File: src/rtl/pc_gen_if.sv
// rtl/pc_gen_if.sv - decode/control to fetch-PC generator signal bundle
interface pc_gen_if #(
  parameter int WIDTH = 32
);
  logic             stall_i;
  logic             exc_req_i;
  logic [2:0]       npc_sel_i;
  logic [15:0]      offset_i;
  logic [25:0]      irrelative_i;
  logic [WIDTH-1:0] register_i;
  logic             link_i;
  logic [WIDTH-1:0] pc_o;
  logic [WIDTH-1:0] pc_plus4_o;
  logic [WIDTH-1:0] npc_o;
  logic             ras_empty_o;
  logic             addr_err_o;

  // Decode/control side: drives selects and targets, observes the PC.
  modport master (
    output stall_i, exc_req_i, npc_sel_i, offset_i, irrelative_i, register_i, link_i,
    input  pc_o, pc_plus4_o, npc_o, ras_empty_o, addr_err_o
  );

  // PC generator side.
  modport slave (
    input  stall_i, exc_req_i, npc_sel_i, offset_i, irrelative_i, register_i, link_i,
    output pc_o, pc_plus4_o, npc_o, ras_empty_o, addr_err_o
  );
endinterface

File: src/rtl/pc_gen.sv
// rtl/pc_gen.sv - fetch PC generator with circular return-address stack
module pc_gen #(
  parameter int               WIDTH     = 32,
  parameter logic [WIDTH-1:0] RESET_PC  = 32'h0000_3000,
  parameter logic [WIDTH-1:0] EXC_VEC   = 32'h0000_4180,
  parameter int               RAS_DEPTH = 4
) (
  input logic       clk,
  input logic       rst,
  pc_gen_if.slave   bus
);
  localparam int PW = (RAS_DEPTH > 1) ? $clog2(RAS_DEPTH) : 1;
  localparam int CW = $clog2(RAS_DEPTH + 1);
  localparam logic [CW-1:0] CNT_FULL = CW'(RAS_DEPTH);

  localparam logic [2:0] SEL_REL = 3'd1;
  localparam logic [2:0] SEL_IRR = 3'd2;
  localparam logic [2:0] SEL_REG = 3'd3;
  localparam logic [2:0] SEL_RET = 3'd4;

  logic [WIDTH-1:0] pc_q, pc_d;
  logic             addr_err_q, addr_err_d;
  logic [PW-1:0]    top_q, top_d;
  logic [CW-1:0]    cnt_q, cnt_d;
  logic [WIDTH-1:0] ras_q [RAS_DEPTH];

  logic [WIDTH-1:0] pc_plus4;
  logic [WIDTH-1:0] rel_tgt;
  logic [WIDTH-1:0] irr_tgt;
  logic [WIDTH-1:0] raw_tgt;
  logic [WIDTH-1:0] target;
  logic [WIDTH-1:0] npc;
  logic             is_indirect;
  logic             ras_empty;
  logic             advance;
  logic             push;
  logic             pop;
  logic [PW-1:0]    wr_idx;

  // Target selection, priority resolution and RAS pointer next-state.
  always_comb begin
    pc_plus4    = pc_q + WIDTH'(4);
    rel_tgt     = pc_plus4 + {{(WIDTH-18){bus.offset_i[15]}}, bus.offset_i, 2'b00};
    irr_tgt     = {pc_q[WIDTH-1:28], bus.irrelative_i, 2'b00};
    ras_empty   = (cnt_q == '0);
    raw_tgt     = bus.register_i;
    target      = pc_plus4;
    is_indirect = 1'b0;

    case (bus.npc_sel_i)
      SEL_REL: target = rel_tgt;
      SEL_IRR: target = irr_tgt;
      SEL_REG: is_indirect = 1'b1;
      SEL_RET: begin
        is_indirect = 1'b1;
        // An empty stack falls back to the register operand without popping.
        if (!ras_empty) raw_tgt = ras_q[top_q];
      end
      default: target = pc_plus4;
    endcase

    if (is_indirect) target = {raw_tgt[WIDTH-1:2], 2'b00};

    advance = !bus.exc_req_i && !bus.stall_i;
    push    = advance && bus.link_i;
    pop     = advance && (bus.npc_sel_i == SEL_RET) && !ras_empty;

    if (bus.exc_req_i)    npc = EXC_VEC;
    else if (bus.stall_i) npc = pc_q;
    else                  npc = target;
    pc_d = npc;

    if (bus.exc_req_i)    addr_err_d = 1'b0;
    else if (bus.stall_i) addr_err_d = addr_err_q;
    else                  addr_err_d = is_indirect && (raw_tgt[1:0] != 2'b00);

    // Call+return on the same edge replaces the top in place.
    top_d  = top_q;
    cnt_d  = cnt_q;
    wr_idx = top_q + PW'(1);
    if (push && pop) begin
      wr_idx = top_q;
    end else if (push) begin
      top_d = top_q + PW'(1);
      if (cnt_q != CNT_FULL) cnt_d = cnt_q + CW'(1);
    end else if (pop) begin
      top_d = top_q - PW'(1);
      cnt_d = cnt_q - CW'(1);
    end
  end

  // PC, error flag and stack pointers; reset may arrive at any time.
  always_ff @(posedge clk or posedge rst) begin
    if (rst) begin
      pc_q       <= RESET_PC;
      addr_err_q <= 1'b0;
      top_q      <= '0;
      cnt_q      <= '0;
    end else begin
      pc_q       <= pc_d;
      addr_err_q <= addr_err_d;
      top_q      <= top_d;
      cnt_q      <= cnt_d;
    end
  end

  // Stack contents carry no reset; validity is tracked by cnt_q alone.
  always_ff @(posedge clk) begin
    if (push) ras_q[wr_idx] <= pc_plus4;
  end

  assign bus.pc_o        = pc_q;
  assign bus.pc_plus4_o  = pc_plus4;
  assign bus.npc_o       = npc;
  assign bus.ras_empty_o = ras_empty;
  assign bus.addr_err_o  = addr_err_q;
endmodule
File: src/flat_wrapper.sv
// flat-port wrapper written by rule: the top's interface ports become plain ports
module pc_gen_flat 
#(
  parameter int               WIDTH     = 32,
  parameter logic [WIDTH-1:0] RESET_PC  = 32'h0000_3000,
  parameter logic [WIDTH-1:0] EXC_VEC   = 32'h0000_4180,
  parameter int               RAS_DEPTH = 4
)
  (clk, rst, bus_stall_i, bus_exc_req_i, bus_npc_sel_i, bus_offset_i, bus_irrelative_i, bus_register_i, bus_link_i, bus_pc_o, bus_pc_plus4_o, bus_npc_o, bus_ras_empty_o, bus_addr_err_o);
  pc_gen_if #(.WIDTH(WIDTH)) bus_i ();
  input logic clk;
  input logic rst;
  input wire logic [$bits(bus_i.stall_i)-1:0] bus_stall_i;
  input wire logic [$bits(bus_i.exc_req_i)-1:0] bus_exc_req_i;
  input wire logic [$bits(bus_i.npc_sel_i)-1:0] bus_npc_sel_i;
  input wire logic [$bits(bus_i.offset_i)-1:0] bus_offset_i;
  input wire logic [$bits(bus_i.irrelative_i)-1:0] bus_irrelative_i;
  input wire logic [$bits(bus_i.register_i)-1:0] bus_register_i;
  input wire logic [$bits(bus_i.link_i)-1:0] bus_link_i;
  output wire logic [$bits(bus_i.pc_o)-1:0] bus_pc_o;
  output wire logic [$bits(bus_i.pc_plus4_o)-1:0] bus_pc_plus4_o;
  output wire logic [$bits(bus_i.npc_o)-1:0] bus_npc_o;
  output wire logic [$bits(bus_i.ras_empty_o)-1:0] bus_ras_empty_o;
  output wire logic [$bits(bus_i.addr_err_o)-1:0] bus_addr_err_o;
  assign bus_i.stall_i = bus_stall_i;
  assign bus_i.exc_req_i = bus_exc_req_i;
  assign bus_i.npc_sel_i = bus_npc_sel_i;
  assign bus_i.offset_i = bus_offset_i;
  assign bus_i.irrelative_i = bus_irrelative_i;
  assign bus_i.register_i = bus_register_i;
  assign bus_i.link_i = bus_link_i;
  assign bus_pc_o = bus_i.pc_o;
  assign bus_pc_plus4_o = bus_i.pc_plus4_o;
  assign bus_npc_o = bus_i.npc_o;
  assign bus_ras_empty_o = bus_i.ras_empty_o;
  assign bus_addr_err_o = bus_i.addr_err_o;
  pc_gen #(.WIDTH(WIDTH), .RESET_PC(RESET_PC), .EXC_VEC(EXC_VEC), .RAS_DEPTH(RAS_DEPTH)) u_core (.clk(clk), .rst(rst), .bus(bus_i));
endmodule
File: config.mk
export PLATFORM = sky130hd
export DESIGN_NAME = pc_gen_flat
export DESIGN_NICKNAME = d
export VERILOG_FILES = /design/src/rtl/pc_gen_if.sv /design/src/rtl/pc_gen.sv /design/src/flat_wrapper.sv
export SDC_FILE = /design/constraint.sdc
export NUM_CORES = 1
export LEC_CHECK = 0
export CELL_PAD_IN_SITES_DETAIL_PLACEMENT = 1
export CELL_PAD_IN_SITES_GLOBAL_PLACEMENT = 1
export CORE_MARGIN = 2
export CORE_UTILIZATION = 42
export DETAILED_ROUTE_END_ITERATION = 8
export HOLD_SLACK_MARGIN = 0.12
export PLACE_DENSITY = 0.79
export SETUP_SLACK_MARGIN = 0.15
export SLEW_MARGIN = 25
export SYNTH_ARGS = -nofsm -noshare
export SYNTH_HDL_FRONTEND = slang
export SYNTH_SLANG_ARGS = --single-unit
File: constraint.sdc
create_clock -name clk -period 7.1 [get_ports clk]
set_clock_uncertainty 0.1 [all_clocks]
set_input_delay 1.42 -clock clk [delete_from_list [all_inputs] [get_ports clk]]
set_output_delay 1.42 -clock clk [all_outputs]
set_load 0.05 [all_outputs]
==> flow_summary.json <==
{
  "status": "complete, no violations",
  "hold_violations": 0,
  "root_buffer": "clkbuf_16",
  "ant_nets": 0,
  "drt_first_pass_iters": 5,
  "hold_path_startpoint": "u_core.bus.addr_err_o$_DFFE_PP0P_",
  "worst-r2r-setup-slack_ns": 2.36,
  "die_h_um": 154,
  "drive_gt1_share_pct": 15.4,
  "timing_worst_slew_pin_value_ns": 0.878,
  "wl_um": 35700,
  "worstHoldEndpoint": "u_core.bus.addr_err_o$_DFFE_PP0P_",
  "final_max_slew_viol_count": 0,
  "synth_commonest_cells": "128 x edfxtp_1, 97 x nand2_1, 57 x a21oi_1, 55 x nor2_1, 43 x o21ai_0",
  "routedWlPerCell_um": 26.9,
  "drtIter0Drc": 758,
  "starting_density_of_the_core_pct": 43.1,
  "clkSinkCount": 166,
  "fin_setup_tns_ns": 0,
  "grt_pass1_vias": 8854,
  "synth_top_area_share_pct": 40.6,
  "first_pass_grt_wire_length_um": 53200,
  "synth_edf_count": 128,
  "criticalPathCategory": "flop to output port",
  "reg2reg_depth": 15,
  "power.net_switching_w": 0.00117,
  "synth.most_common_cell": "edfxtp_1",
  "fin_ws_ns": 0.429,
  "powerDensity_nw_per_um2": 261,
  "worst_slew_margin_rel_pct": 41.4,
  "tritoncts_clock_tree": "done",
  "synth.ff_latch_count": 166,
  "fmax_mhz": 150,
  "via_count": 8347,
  "layout.nets": 1155,
  "critical_path.reg2reg.endpoint": "u_core.bus.pc_o[31]$_DFF_PP0_",
  "crit_path_max_fanout": 8,
  "path_clk_slew_ns": 0.07,
  "synthCells": 831,
  "grt_antenna_before_repair": 0,
  "htree_num_levels": 4,
  "synth_top_flop_cell": "edfxtp_1",
  "peakVddDrop_v": 0.000154,
  "clock_period_minus_final_worst_setup_slack_ns": 6.67,
  "cts_buffer_depth": 2,
  "worstHoldPathCells": 2,
  "async_flop_share_pct": 22.9,
  "final_gp_congestion": 0.946,
  "timing.critical_path.to_type": "output port",
  "maximum_number_of_pins_on_one_net_before_global_route_repair": 39,
  "max_cap_viol_count": 0,
  "detail_route.drc_violations": 0,
  "die_area_um2": 23800,
  "core.rowCount": 54,
  "numPortBuffers": 179,
  "clkPwrFrac_pct": 29.5,
  "place_ws_ns": 0.629,
  "die-width_um": 154,
  "static-leakage-power_nw": 4.71,
  "floorplan.core_area_um2": 22000,
  "post-route-period-util_pct": 94.0,
  "postLayoutCoreUtil_pct": 56.8,
  "hold_path.class": "flop to flop",
  "io_pins": 180,
  "start_kind": "flop",
  "cellInternalPower_w": 0.00208,
  "area_growth_syn_to_layout_pct": 31.7,
  "half_perimeter_wire_length_of_the_detailed_placement_result_um": 25800,
  "yosysSeqAreaShare_pct": 50.6,
  "synth.area.top_cells": "edfxtp_1 41%, dfrtp_1 9.5%, mux4_2 7.1%",
  "antenna_cells_inserted": 0,
  "mean_instance_size_in_the_synthesized_netlist_um2": 11.4,
  "total_power_w": 0.00325,
  "timing.critical_path.required_ns": 5.58,
  "fin_worst_hold_slack_ns": 0.420,
  "netSwitchingFraction_pct": 36.0,
  "combPwrFrac_pct": 32.3,
  "grt_setup_unrepaired": "false",
  "vias_cell": 6.29,
  "arrival_worst_endpoint_ns": 5.15,
  "netlist-cell-type-count": 67,
  "cts-buffers-inserted": 17,
  "yosys.area.top_type": "edfxtp_1",
  "yosys_warnings": 0,
  "clkLatencyLatePin_ns": 0.45,
  "synth.net_count": 952,
  "timing.final.setup_violations": 0,
  "grt-ovfl-total": 0,
  "track_usage_pct": 30.0,
  "r2r_start": "u_core.bus.pc_o[2]$_DFF_PP0_",
  "sequential_power_share_pct": 38.2,
  "synth.cell_area_um2": 9470
}
worst max-delay path: stages (launching register included):
cell	delay [ns]
dfrtp_1	0.46
ha_1	0.29
nand4_1	0.33
nor4_2	0.40
buf_4	0.22
nand4_1	0.28
xnor2_4	0.26
ha_1	0.40
and2_1	0.20
a22oi_1	0.15
o21ai_0	0.17
nor3_2	0.24
o21ai_1	0.15
a21o_1	0.21
or4_1	0.48
a31oi_2	0.30
buf_12	0.18
flip-flops by register name (all words and copies together) (netlist names):
register	flops
u_core.top_q	2
u_core.bus.addr_err_o	1
u_core.cnt_q	3
u_core.ras_q	128
u_core.bus.pc_o	32
cells in the final DEF, fill, tap and decap left out, drive strengths merged, types with 6 or more instances in the layout:
cell type,n
a21oi,57
nand2,97
nand4,6
ha,37
dfrtp,36
buf,68
o21ai,52
a211oi,14
a31oi,14
o31ai,7
inv,23
clkbuf,18
and2,7
xor2,18
and3,11
edfxtp,128
a221oi,17
mux4,30
nor2b,7
nand3,26
o221ai,8
o22ai,8
clkdlybuf4s50,153
xnor2,37
nor2,55
a21o,12
nand2b,6
nor3,17
a22oi,6
cell families (layout without fill, tap and decap cells):
kind of cell,count (synthesis),in the layout,synth area share (%)
flip-flops,166,166,50.6
XOR/XNOR,55,55,5.28
adder cells (fa/ha/maj),39,39,5.31
buffers and inverters,52,268,2.29
multiplexers,36,36,7.78
AO/OA/AOI/OAI,232,232,16.1
AND/OR/NAND/NOR,251,251,12.6
power groups by stage:
| stage | Clock [W] | Sequential [W] | Combinational (W) |
|---|---|---|---|
| final | 0.000958 | 0.00124 | 0.00105 |
| after detailed placement | 0 | 0.00126 | 0.00103 |
| after CTS | 0.000966 | 0.00124 | 0.00104 |
| after floorplan | 0 | 0.00124 | 0.000678 |
| after global routing | 0.00100 | 0.00126 | 0.00111 |
| after global placement | 0 | 0.00126 | 0.00101 |
how the worst max path moves through the flow:
stage | end | start | cells past startpoint | slack (ns)
CTS | bus_npc_o[31] | u_core.bus.pc_o[4]$_DFF_PP0_ | 16 | 0.21
global placement | bus_npc_o[31] | bus_offset_i[15] | 12 | 0.70
floorplan | bus_npc_o[25] | u_core.bus.pc_o[4]$_DFF_PP0_ | 15 | -0.04
finish | bus_npc_o[31] | u_core.bus.pc_o[2]$_DFF_PP0_ | 16 | 0.43
detailed placement | bus_npc_o[31] | u_core.bus.pc_o[13]$_DFF_PP1_ | 16 | 0.63
global route | bus_npc_o[13] | u_core.bus.pc_o[5]$_DFF_PP0_ | 16 | 0.12
repair_timing:
action                                  in CTS  in global routing
buffers inserted                             0                  2
hold buffers                                 0                  0
pin swaps                                    0                  1
gates resized for setup                      1                  5
endpoints found under the setup margin       1                  2
layer usage:
| layer | track usage (%) | wire length [um] | vias to the layer above |
|---|---|---|---|
| li1 | - | - | 3617 |
| met1 | 39.0 | 14400 | 4263 |
| met2 | 50.4 | 17400 | 395 |
| met3 | 6.33 | 2860 | 72 |
| met4 | 10.1 | 991 | 0 |
| met5 | 0 | 0 | - |
final cells by class:
| cell class | count | area, um2 |
|---|---|---|
| sequential | 166 | 4800 |
| multi-input combinational | 613 | 4540 |
| inverter | 15 | 57.6 |
| clock inverter | 14 | 156 |
| tap | 280 | 350 |
| clock buffer | 18 | 439 |
| timing repair buffer | 221 | 2130 |
| fill | 2256 | 9490 |
stage by stage:
| step | instances | instance area [um2] |
|---|---|---|
| CTS | 1325 | 12400 |
| global route | 1327 | 12500 |
| finish | 1327 | 12500 |
| detailed placement | 1293 | 11800 |
| floorplan | 831 | 9490 |
| global placement | 1293 | 11800 |
Power figures use the tool's default switching activity.
